## config.mk

```make
export PLATFORM = sky130hd
export DESIGN_NAME = ex_mdu_seq
export DESIGN_NICKNAME = d
export VERILOG_FILES = /design/src/rtl/ex_mdu_pkg.sv /design/src/rtl/ex_mdu_seq_div_step.sv /design/src/rtl/ex_mdu_seq.sv
export SDC_FILE = /design/constraint.sdc
export NUM_CORES = 2
export LEC_CHECK = 0
export ABC_AREA = 0
export BUFFER_PORTS_ARGS = -buffer_cell sky130_fd_sc_hd__buf_2
export CAP_MARGIN = 5
export CORE_MARGIN = 4
export CORE_UTILIZATION = 25
export CTS_CLUSTER_DIAMETER = 150
export CTS_CLUSTER_SIZE = 28
export DETAILED_ROUTE_END_ITERATION = 8
export HOLD_SLACK_MARGIN = 0.03
export PLACE_DENSITY = 0.47
export SLEW_MARGIN = 10
export SYNTH_ARGS = -nofsm -noshare
export SYNTH_HDL_FRONTEND = slang
export SYNTH_SLANG_ARGS = --single-unit
```

## constraint.sdc

```tcl
create_clock -name clk -period 25.6 [get_ports clk]
set_clock_uncertainty 0.2 [all_clocks]
set_input_delay 2.56 -clock clk [delete_from_list [all_inputs] [get_ports clk]]
set_output_delay 2.56 -clock clk [all_outputs]
set_load 0.01 [all_outputs]
```

## src/rtl/ex_mdu_pkg.sv

```systemverilog
// Shared definitions for the execute-stage multiply/divide sequencer:
// operand width, RV32M funct3 codes, FSM encoding and op-class helpers.
package ex_mdu_pkg;

  localparam int XLEN = 32;

  localparam logic [2:0] MDU_MUL    = 3'd0;
  localparam logic [2:0] MDU_MULH   = 3'd1;
  localparam logic [2:0] MDU_MULHSU = 3'd2;
  localparam logic [2:0] MDU_MULHU  = 3'd3;
  localparam logic [2:0] MDU_DIV    = 3'd4;
  localparam logic [2:0] MDU_DIVU   = 3'd5;
  localparam logic [2:0] MDU_REM    = 3'd6;
  localparam logic [2:0] MDU_REMU   = 3'd7;

  typedef enum logic [1:0] {
    ST_IDLE,
    ST_MUL,
    ST_DIV,
    ST_DONE
  } mdu_state_t;

  function automatic logic is_div(input logic [2:0] op);
    return op[2];
  endfunction

  function automatic logic is_signed_a(input logic [2:0] op);
    return (op == MDU_MULH) || (op == MDU_MULHSU) ||
           (op == MDU_DIV)  || (op == MDU_REM);
  endfunction

  function automatic logic is_signed_b(input logic [2:0] op);
    return (op == MDU_MULH) || (op == MDU_DIV) ||
           (op == MDU_REM);
  endfunction

endpackage

```

## src/rtl/ex_mdu_seq_div_step.sv

```systemverilog
// One radix-2 restoring division iteration (combinational).
// Ports: rem/quo/divisor in, rem_next/quo_next out.
module mdu_div_step
  import ex_mdu_pkg::*;
(
  input  logic [XLEN-1:0] rem,
  input  logic [XLEN-1:0] quo,
  input  logic [XLEN-1:0] divisor,
  output logic [XLEN-1:0] rem_next,
  output logic [XLEN-1:0] quo_next
);

  logic [XLEN:0] shifted;
  logic [XLEN:0] diff;

  // remainder is always below divisor, so 33 bits hold the shift
  assign shifted  = {rem, quo[XLEN-1]};
  assign diff     = shifted - {1'b0, divisor};
  assign rem_next = diff[XLEN] ? shifted[XLEN-1:0]
                               : diff[XLEN-1:0];
  assign quo_next = {quo[XLEN-2:0], ~diff[XLEN]};

endmodule

```

## src/rtl/ex_mdu_seq.sv

```systemverilog
// Multi-cycle RV32M sequencer: registered multiplier, 32-step restoring
// divider, single-cycle special cases. Optional MDU_DIVREM_FUSE_EN keeps
// the last divide's quotient/remainder for a fast DIV<->REM pair.
// Ports: clk, rst (sync, high), Mdu_Start/Op/Rs1/Rs2, Pipe_Flush in;
//        Mdu_Stall, Mdu_Done, Mdu_Result out.
module ex_mdu_seq
  import ex_mdu_pkg::*;
#(
  parameter int MUL_LAT = 2
) (
  input  logic            clk,
  input  logic            rst,
  input  logic            Mdu_Start,
  input  logic [2:0]      Mdu_Op,
  input  logic [XLEN-1:0] Mdu_Rs1,
  input  logic [XLEN-1:0] Mdu_Rs2,
  input  logic            Pipe_Flush,
  output logic            Mdu_Stall,
  output logic            Mdu_Done,
  output logic [XLEN-1:0] Mdu_Result
);

  mdu_state_t state_q, state_d;
  logic [4:0]      cnt_q, cnt_d;
  logic [XLEN-1:0] res_q, res_d;
  logic [2:0]      op_q;
  logic [XLEN:0]   a_q, b_q;
  logic [XLEN-1:0] rem_q, quo_q, dvs_q;
  logic            neg_q, neg_r;

  logic            accept, sa, sb, div_zero, div_ovf;
  logic [XLEN:0]   a_ext, b_ext, mul_a, mul_b;
  logic [63:0]     prod;
  logic [2:0]      op_sel;
  logic [XLEN-1:0] mul_res, abs_a, abs_b;
  logic [XLEN-1:0] rem_n, quo_n, q_fix, r_fix, div_res;
  logic            fuse_hit;
  logic [XLEN-1:0] fuse_res;

  assign accept = (state_q == ST_IDLE) & Mdu_Start & ~Pipe_Flush;
  assign sa     = is_signed_a(Mdu_Op);
  assign sb     = is_signed_b(Mdu_Op);
  assign a_ext  = {sa & Mdu_Rs1[XLEN-1], Mdu_Rs1};
  assign b_ext  = {sb & Mdu_Rs2[XLEN-1], Mdu_Rs2};

  // with MUL_LAT==1 the product is taken straight from the inputs
  assign op_sel = (state_q == ST_IDLE) ? Mdu_Op : op_q;
  assign mul_a  = (state_q == ST_IDLE) ? a_ext : a_q;
  assign mul_b  = (state_q == ST_IDLE) ? b_ext : b_q;
  assign prod   = {{31{mul_a[XLEN]}}, mul_a}
                * {{31{mul_b[XLEN]}}, mul_b};
  assign mul_res = (op_sel == MDU_MUL) ? prod[31:0] : prod[63:32];

  assign abs_a = (sa & Mdu_Rs1[XLEN-1]) ? -Mdu_Rs1 : Mdu_Rs1;
  assign abs_b = (sb & Mdu_Rs2[XLEN-1]) ? -Mdu_Rs2 : Mdu_Rs2;

  assign div_zero = (Mdu_Rs2 == '0);
  assign div_ovf  = sa & (Mdu_Rs1 == 32'h8000_0000)
                       & (Mdu_Rs2 == 32'hFFFF_FFFF);

  mdu_div_step u_step (
    .rem      (rem_q),
    .quo      (quo_q),
    .divisor  (dvs_q),
    .rem_next (rem_n),
    .quo_next (quo_n)
  );

  assign q_fix   = neg_q ? -quo_n : quo_n;
  assign r_fix   = neg_r ? -rem_n : rem_n;
  assign div_res = op_q[1] ? r_fix : q_fix;

`ifdef MDU_DIVREM_FUSE_EN
  logic            f_valid, f_s;
  logic [XLEN-1:0] f_a, f_b, f_q, f_r;

  always_ff @(posedge clk) begin
    if (rst) begin
      f_valid <= 1'b0;
      f_s     <= 1'b0;
      f_a     <= '0;
      f_b     <= '0;
      f_q     <= '0;
      f_r     <= '0;
    end else if (state_q == ST_DIV) begin
      if (Pipe_Flush) begin
        f_valid <= 1'b0;
      end else if (cnt_q == '0) begin
        f_valid <= 1'b1;
        f_a     <= a_q[XLEN-1:0];
        f_b     <= b_q[XLEN-1:0];
        f_s     <= ~op_q[0];
        f_q     <= q_fix;
        f_r     <= r_fix;
      end
    end
  end

  assign fuse_hit = f_valid & (Mdu_Rs1 == f_a) & (Mdu_Rs2 == f_b)
                  & (sa == f_s);
  assign fuse_res = Mdu_Op[1] ? f_r : f_q;
`else
  assign fuse_hit = 1'b0;
  assign fuse_res = '0;
`endif

  always_comb begin
    state_d = state_q;
    cnt_d   = cnt_q;
    res_d   = res_q;
    unique case (state_q)
      ST_IDLE: begin
        if (accept) begin
          if (!is_div(Mdu_Op)) begin
            if (MUL_LAT == 1) begin
              state_d = ST_DONE;
              res_d   = mul_res;
            end else begin
              state_d = ST_MUL;
              cnt_d   = 5'(MUL_LAT - 1);
            end
          end else if (div_zero) begin
            state_d = ST_DONE;
            res_d   = Mdu_Op[1] ? Mdu_Rs1 : '1;
          end else if (div_ovf) begin
            state_d = ST_DONE;
            res_d   = Mdu_Op[1] ? '0 : 32'h8000_0000;
          end else if (fuse_hit) begin
            state_d = ST_DONE;
            res_d   = fuse_res;
          end else begin
            state_d = ST_DIV;
            cnt_d   = 5'd31;
          end
        end
      end
      ST_MUL: begin
        cnt_d = cnt_q - 5'd1;
        if (cnt_d == '0) begin
          state_d = ST_DONE;
          res_d   = mul_res;
        end
      end
      ST_DIV: begin
        cnt_d = cnt_q - 5'd1;
        if (cnt_q == '0) begin
          state_d = ST_DONE;
          cnt_d   = '0;
          res_d   = div_res;
        end
      end
      ST_DONE: state_d = ST_IDLE;
      default: state_d = ST_IDLE;
    endcase
    if (Pipe_Flush) begin
      state_d = ST_IDLE;
      cnt_d   = '0;
      res_d   = res_q;
    end
  end

  always_ff @(posedge clk) begin
    if (rst) begin
      state_q <= ST_IDLE;
      cnt_q   <= '0;
      res_q   <= '0;
      op_q    <= '0;
      a_q     <= '0;
      b_q     <= '0;
      rem_q   <= '0;
      quo_q   <= '0;
      dvs_q   <= '0;
      neg_q   <= 1'b0;
      neg_r   <= 1'b0;
    end else begin
      state_q <= state_d;
      cnt_q   <= cnt_d;
      res_q   <= res_d;
      if (accept) begin
        op_q  <= Mdu_Op;
        a_q   <= a_ext;
        b_q   <= b_ext;
        rem_q <= '0;
        quo_q <= abs_a;
        dvs_q <= abs_b;
        neg_q <= sa & (Mdu_Rs1[XLEN-1] ^ Mdu_Rs2[XLEN-1]);
        neg_r <= sa & Mdu_Rs1[XLEN-1];
      end else if (state_q == ST_DIV) begin
        rem_q <= rem_n;
        quo_q <= quo_n;
      end
    end
  end

  assign Mdu_Done   = (state_q == ST_DONE) & ~Pipe_Flush;
  assign Mdu_Stall  = Mdu_Start & ~Mdu_Done;
  assign Mdu_Result = res_q;

endmodule

```

---- Word-level counts from Yosys, hierarchy flattened ----
Index checks and enable logic that the tools add are counted.
word-level totals
  output and inout port bits .............. 34
  RAM bits ................................ 0
  memories ................................ 0
  bits in registers ....................... 206
  bits of input ports ..................... 71
  latch bits .............................. 0
  logic and storage cells ................. 98
  bits in read-only memories .............. 0
cells by class
  multipliers ............................. 1
  reductions and logical operators ........ 17
  equal/unequal tests ..................... 16
  $lt $le $gt $ge ......................... 0
  $add $sub $neg .......................... 6
  div/mod/pow operators ................... 0
  shifts and indexed selects .............. 0
  mux-type cells .......................... 34
  bitwise gates (word level) .............. 13
operators with widths
  cell                                                 count
  two-way mux 32 bit                                   17
  negator 32 bit                                       4
  case mux 32 bit (3 select lines)                     1
  two-way mux 33 bit                                   2
  equality test 32 bit, second input constant          2
  multiplier 33 x 33 -> 64 bit                         1
  subtractor 33 x 32 -> 33 bit                         1
  zero test 32 bit                                     1
  two-way mux 5 bit                                    5
  case mux 5 bit (3 select lines)                      1
  zero test 5 bit                                      2
  AND 1 bit                                            9
  inequality test 3 bit, second input constant         3
  two-way mux 2 bit                                    4
  inequality test 2 bit, second input constant         4
  case mux 2 bit (4 select lines)                      1
  AND reduction 7 bit                                  1
  equality test 3 bit, second input constant           2
  logical OR 1 bit                                     5
  subtractor 5 x 1 -> 5 bit, second input constant     1
  equality test 2 bit, second input constant           2
  AND reduction 4 bit                                  1
  OR reduction 2 bit                                   2
  equality test 3 x 1 -> 1 bit, second input constant  1
  11 further kinds                                     14

---- Depth between registers and ports, before layout ----
  word-level depth ........................ 11
  depth in mapped cells ................... 38
  depth with buffers taken out ............ 32

---- Cells and area by module ----
A second synthesis with hierarchy kept.
second synthesis, totals
  cell total of the unflattened synthesis .. 6173
  area, all modules ....................... 52668.0 um^2
modules (own cells, without submodules)
  module        cells each  area an instance (um^2)  times used  sequential area each (um^2)
  ex_mdu_seq    5837        50076.8                  1           4083.9
  mdu_div_step  336         2591.2                   1           0.0

---- Worst setup path after synthesis ----
No wires, ideal clock.
  path kind ............................... input to register
  start ................................... input Mdu_Op[2]
  end ..................................... register res_q[30], in the netlist Mdu_Result[30]
  buffers on the path ..................... 3
  stages on the path ...................... 31
  path slack .............................. 14.039 ns
  arrival ................................. 11.241 ns
  required time ........................... 25.280 ns
  setup time .............................. 0.120 ns
  path through ............................ clkbuf_1 > nor3_1 > and3b_1 > clkbuf_1 > nand2_1 > o21ai_1 > clkbuf_1 > nand2_1 > inv_1 > fa_1 > fa_1 > fa_1 > inv_1 > fa_1 > inv_1 > fa_1 > fa_1 > fa_1 > inv_1 > fa_1 > inv_1 > ha_1 > a21o_1 > a21o_1 > a21o_1 > a21oi_1 > a21boi_0 > or4_1 > a31o_2 > mux2i_1 > o31a_1
on the way
  cells in the longest elaborated chain, start to end .. 10
  elaborated cells between the ends (all ways) .. 24
  classes of those cells .................. mul: 1; eq/ne: 6; mux: 6; bitwise: 4; reduce/logical: 7
RTL lines
  item                                                                                 line                                RTL
  start, declared                                                                      ex_mdu_seq.sv:14                    input logic [2:0] Mdu_Op,
  equality test 3 x 1 -> 1 bit / equality test 3 x 2 -> 1 bit (equally long branches)  ex_mdu_pkg.sv:28, ex_mdu_pkg.sv:33
  logical OR 1 bit (2 in a row)                                                        ex_mdu_pkg.sv:28                    return (op == MDU_MULH) || (op == MDU_MULHSU) ||
  logical OR 1 bit                                                                     ex_mdu_pkg.sv:29                    (op == MDU_DIV) || (op == MDU_REM);
  AND 1 bit                                                                            ex_mdu_seq.sv:43                    assign a_ext = {sa & Mdu_Rs1[XLEN-1], Mdu_Rs1};
  two-way mux 33 bit                                                                   ex_mdu_seq.sv:48                    assign mul_a = (state_q == ST_IDLE) ? a_ext : a_q;
  multiplier 33 x 33 -> 64 bit                                                         ex_mdu_seq.sv:51                    * {{31{mul_b[XLEN]}}, mul_b};
  two-way mux 32 bit                                                                   ex_mdu_seq.sv:52                    assign mul_res = (op_sel == MDU_MUL) ? prod[31:0] : prod[63:32];
  two-way mux 32 bit                                                                   ex_mdu_seq.sv:139                   if (cnt_d == '0) begin
  case mux 32 bit (3 select lines)                                                     ex_mdu_seq.sv:111                   unique case (state_q)
  end signal, assigned                                                                 ex_mdu_seq.sv:178                   res_q <= res_d;
  end, declared                                                                        ex_mdu_seq.sv:25                    logic [XLEN-1:0] res_q, res_d;
Parallel ways exist; a longest one is shown, timed or not. The select of a mux whose other input is x is not followed.
A chain may end at the register's enable or synchronous reset.

---- Worst setup path in the final report ----
  start ................................... input Mdu_Op[2]
  end ..................................... register res_q[29], in the netlist Mdu_Result[29]
Same word-level chain as after synthesis.

==> impl_results.md <==
* Vias in the first global route at 45360
* Wire length per cell at 23.22 microns
* Maxcap violations at 0
* Status: finished, final reports clean
* Htree depth at 1
* DIE AREA at 218700 sq um
* Worst-skew pair later-pin latency at around 0.52 ns
* Post-synth EDFFs at 0
* RSZ-0062 raised after global routing: no
* First-pass GRT wire length at 309500 microns
* Final GP Congestion at 0.9295
* Total global routing overflow at 0
* Root Driver: clkbuf_16
* Post-CTS Setup Inserts at 0
* Vias/cell at 4.874
* Initial Util at 25.17%
* Seq cells post-synth at 204
* Hold depth at 2
* Layout cells sized above 1 at 6.137%
* Synth top area share at 42.68%
* Most common cell in the netlist: inv_1
* Reg-to-Reg End: Mdu_Result[29]$_SDFFE_PP0P_
* Dpl hpwl at 164400 microns
* Initial antenna violation count at 11
* Startpoint types: input pin
* Critical path arrival at 12.63 ns
* Fin Setup TNS at 0 ns
* Hold Startpoint: b_q[25]$_SDFFE_PP0P_
* Synth Warn # at 0
* Post-Syn Instances at a little over 6000
* Area leader, netlist: fa_1
* Top cells by count, synth: inv_1 (1238), fa_1 (1126), nand2_1 (1028)
* Die W at 467.6 microns
* R2R depth at 31
* Post-CTS Resized at 0
* Slew @ Worst Pin at 1.212 ns
* Synthesized area at 52810 sq um
* Syn_nets at between 7000 and 8000
* Max Slew Vio Count at 0
* Gr usage total at a little under a fifth
* Port Buffers at 104
* Cts hold-fix bufs at 0
* DR iter-0 viols at about 3500
* Nets@finish at 7563
* Dpl ws at about 13 ns
* Tmin final at 12.41 ns
* Reg-to-Reg Start: state_q[0]$_SDFFE_PP0P_
* Fmax at approximately 81 MHz
* Largest net degree at the start of global routing at 92
* Final Hold Fails at 0
* Hold Crit Class: reg2reg
* Num ports at 105
* Core area at 209800 sq um
* Post-synth cell types at 105
* 1st-pass router iterations at 5
* Crit. End Element: flip-flop
* Antenna Nets Post-Route at 0
* Reg clk slew, reported paths at 0.13 ns
* Area Overhead vs Synth at 7.605%
* Post-synthesis sequential area ratio at about 7.7%
* Site row count at 168
* Final wirelength at around 210000 microns
* # setup viols final at 0
* Min setup slack post-route at about 13 ns
* Drt drc at 0
* CTS max path bufs at 3
* CTS tree: yes
* Synth area leaders: fa_1 (43%), inv_1 (8.8%), dfxtp_1 (7.7%)
* Slew HR at 19.17%
* Crit-path max FO at 23
* Synth Flop Type: dfxtp_1
* CP Class: in2reg
* Reg2Reg Setup Slack at about 14 ns
* Die Ht at 467.6 microns
* Hold EP: b_q[25]$_SDFFE_PP0P_
* Final Cycle Share at 48.46%
* Worst Path Required at between 20 and 30 ns
* Mapped Avg Cell Area at 8.488 sq um
* Num CTS Buffers at 11
* Synth async-reset ratio at 0%
* Clk sinks at 204
* Vias at 43500
## cells in the final DEF (no fill, tap or decap), types with 48 or more instances in the layout
cell,synthesis,routed
nor2_1,510,509
buf_4,4,100
a21o_1,50,50
buf_2,5,103
fa_1,1126,1126
dfxtp_1,204,204
xnor2_1,104,104
ha_1,256,254
inv_1,1238,1238
nand2_1,1028,1028
a211oi_1,108,108
nand3_1,49,48
a21oi_1,202,201
mux2_2,67,67
xor2_1,78,78
o21ai_0,156,156
nor3_1,52,52
mux2i_1,116,90
## state kept, by name (all words and copies together) (netlist names), 2 cells and up
register,count
Mdu_Result,32
cnt_q,5
b_q,33
op_q,3
a_q,33
rem_q,32
dvs_q,31
quo_q,32
state_q,2
## per-stage QoR
step / utilization [%] / hold slack [ns] / cells / instance area [sq um]
6_report: 27.09 / 0.2626 / 8925 / 56830
3_3_place_gp: 26.93 / 0.2389 / 8902 / 56490
5_1_grt: 27.08 / 0.2847 / 8917 / 56810
2_1_floorplan: - / 0.2338 / 6222 / 52810
4_1_cts: 27.08 / 0.2654 / 8915 / 56800
3_5_place_dp: 26.93 / 0.2476 / 8902 / 56490
## kinds of logic (layout without fill, tap and decap cells)
kind of cell	Yosys count	count (layout)	synth area share [%]
AOI/OAI and AO/OA	801	801	10.25
xor gates and xnor gates	183	183	3.061
adders and majority gates	1382	1382	48.75
buffers and inverters	1568	1456	11.24
DFF	204	204	7.733
muxes	187	187	3.724
other	0	10	0
and+or+nand+nor	1897	1897	15.24
## worst max path at each step
stage / start / endpoint / slack [ns] / depth (start not counted)
CTS: Mdu_Op[2] / Mdu_Result[29]$_SDFFE_PP0P_ / 13.18 / 28
global route: Mdu_Op[2] / Mdu_Result[29]$_SDFFE_PP0P_ / 12.53 / 30
global placement: Mdu_Op[2] / Mdu_Result[29]$_SDFFE_PP0P_ / 12.80 / 28
finish: Mdu_Op[2] / Mdu_Result[29]$_SDFFE_PP0P_ / 13.19 / 28
floorplan: Mdu_Op[2] / Mdu_Result[30]$_SDFFE_PP0P_ / 14.04 / 31
detailed placement: Mdu_Op[2] / Mdu_Result[29]$_SDFFE_PP0P_ / 12.69 / 28
## cell type report
cell class | count | area [sq um]
Antenna cell | 10 | 25.02
Clock buffer | 12 | 289.0
Clock inverter | 1 | 20.02
Fill cell | 22970 | 153000
Inverter | 1240 | 4657
Multi-Input combinational cell | 4450 | 42980
Sequential cell | 204 | 4084
Tap cell | 2805 | 3510
Timing Repair Buffer | 203 | 1266
## worst max-delay path: stages
cell       delay (ns)
buf_2            0.19
nor3_1           0.38
and3b_1          0.26
nand2_1          0.09
o21ai_2          0.07
buf_4            0.27
nand2_1          0.18
inv_1            0.11
fa_1             0.71
fa_1             0.48
fa_1             0.98
inv_1            0.29
fa_1             0.58
inv_1            0.06
fa_1             0.48
fa_1             0.51
fa_1             0.49
inv_1            0.05
fa_1             0.55
inv_1            0.06
ha_1             0.43
nand2_1          0.20
a2111oi_0        0.96
o21ai_0          0.51
a211oi_1         0.40
mux2i_1          0.34
a211oi_1         0.12
a221o_1          0.27
## routing by layer
metal	vias up	track usage [%]	wire [microns]
met3	274	2.249	12830
li1	19030	-	-
met5	-	0	0
met4	0	6.743	9198
met2	1517	31.13	96620
met1	22690	25.44	88620
Power is left out: the tool's default activity adds up to more than one toggle a clock period on the data nets, which glitch-free logic cannot reach.
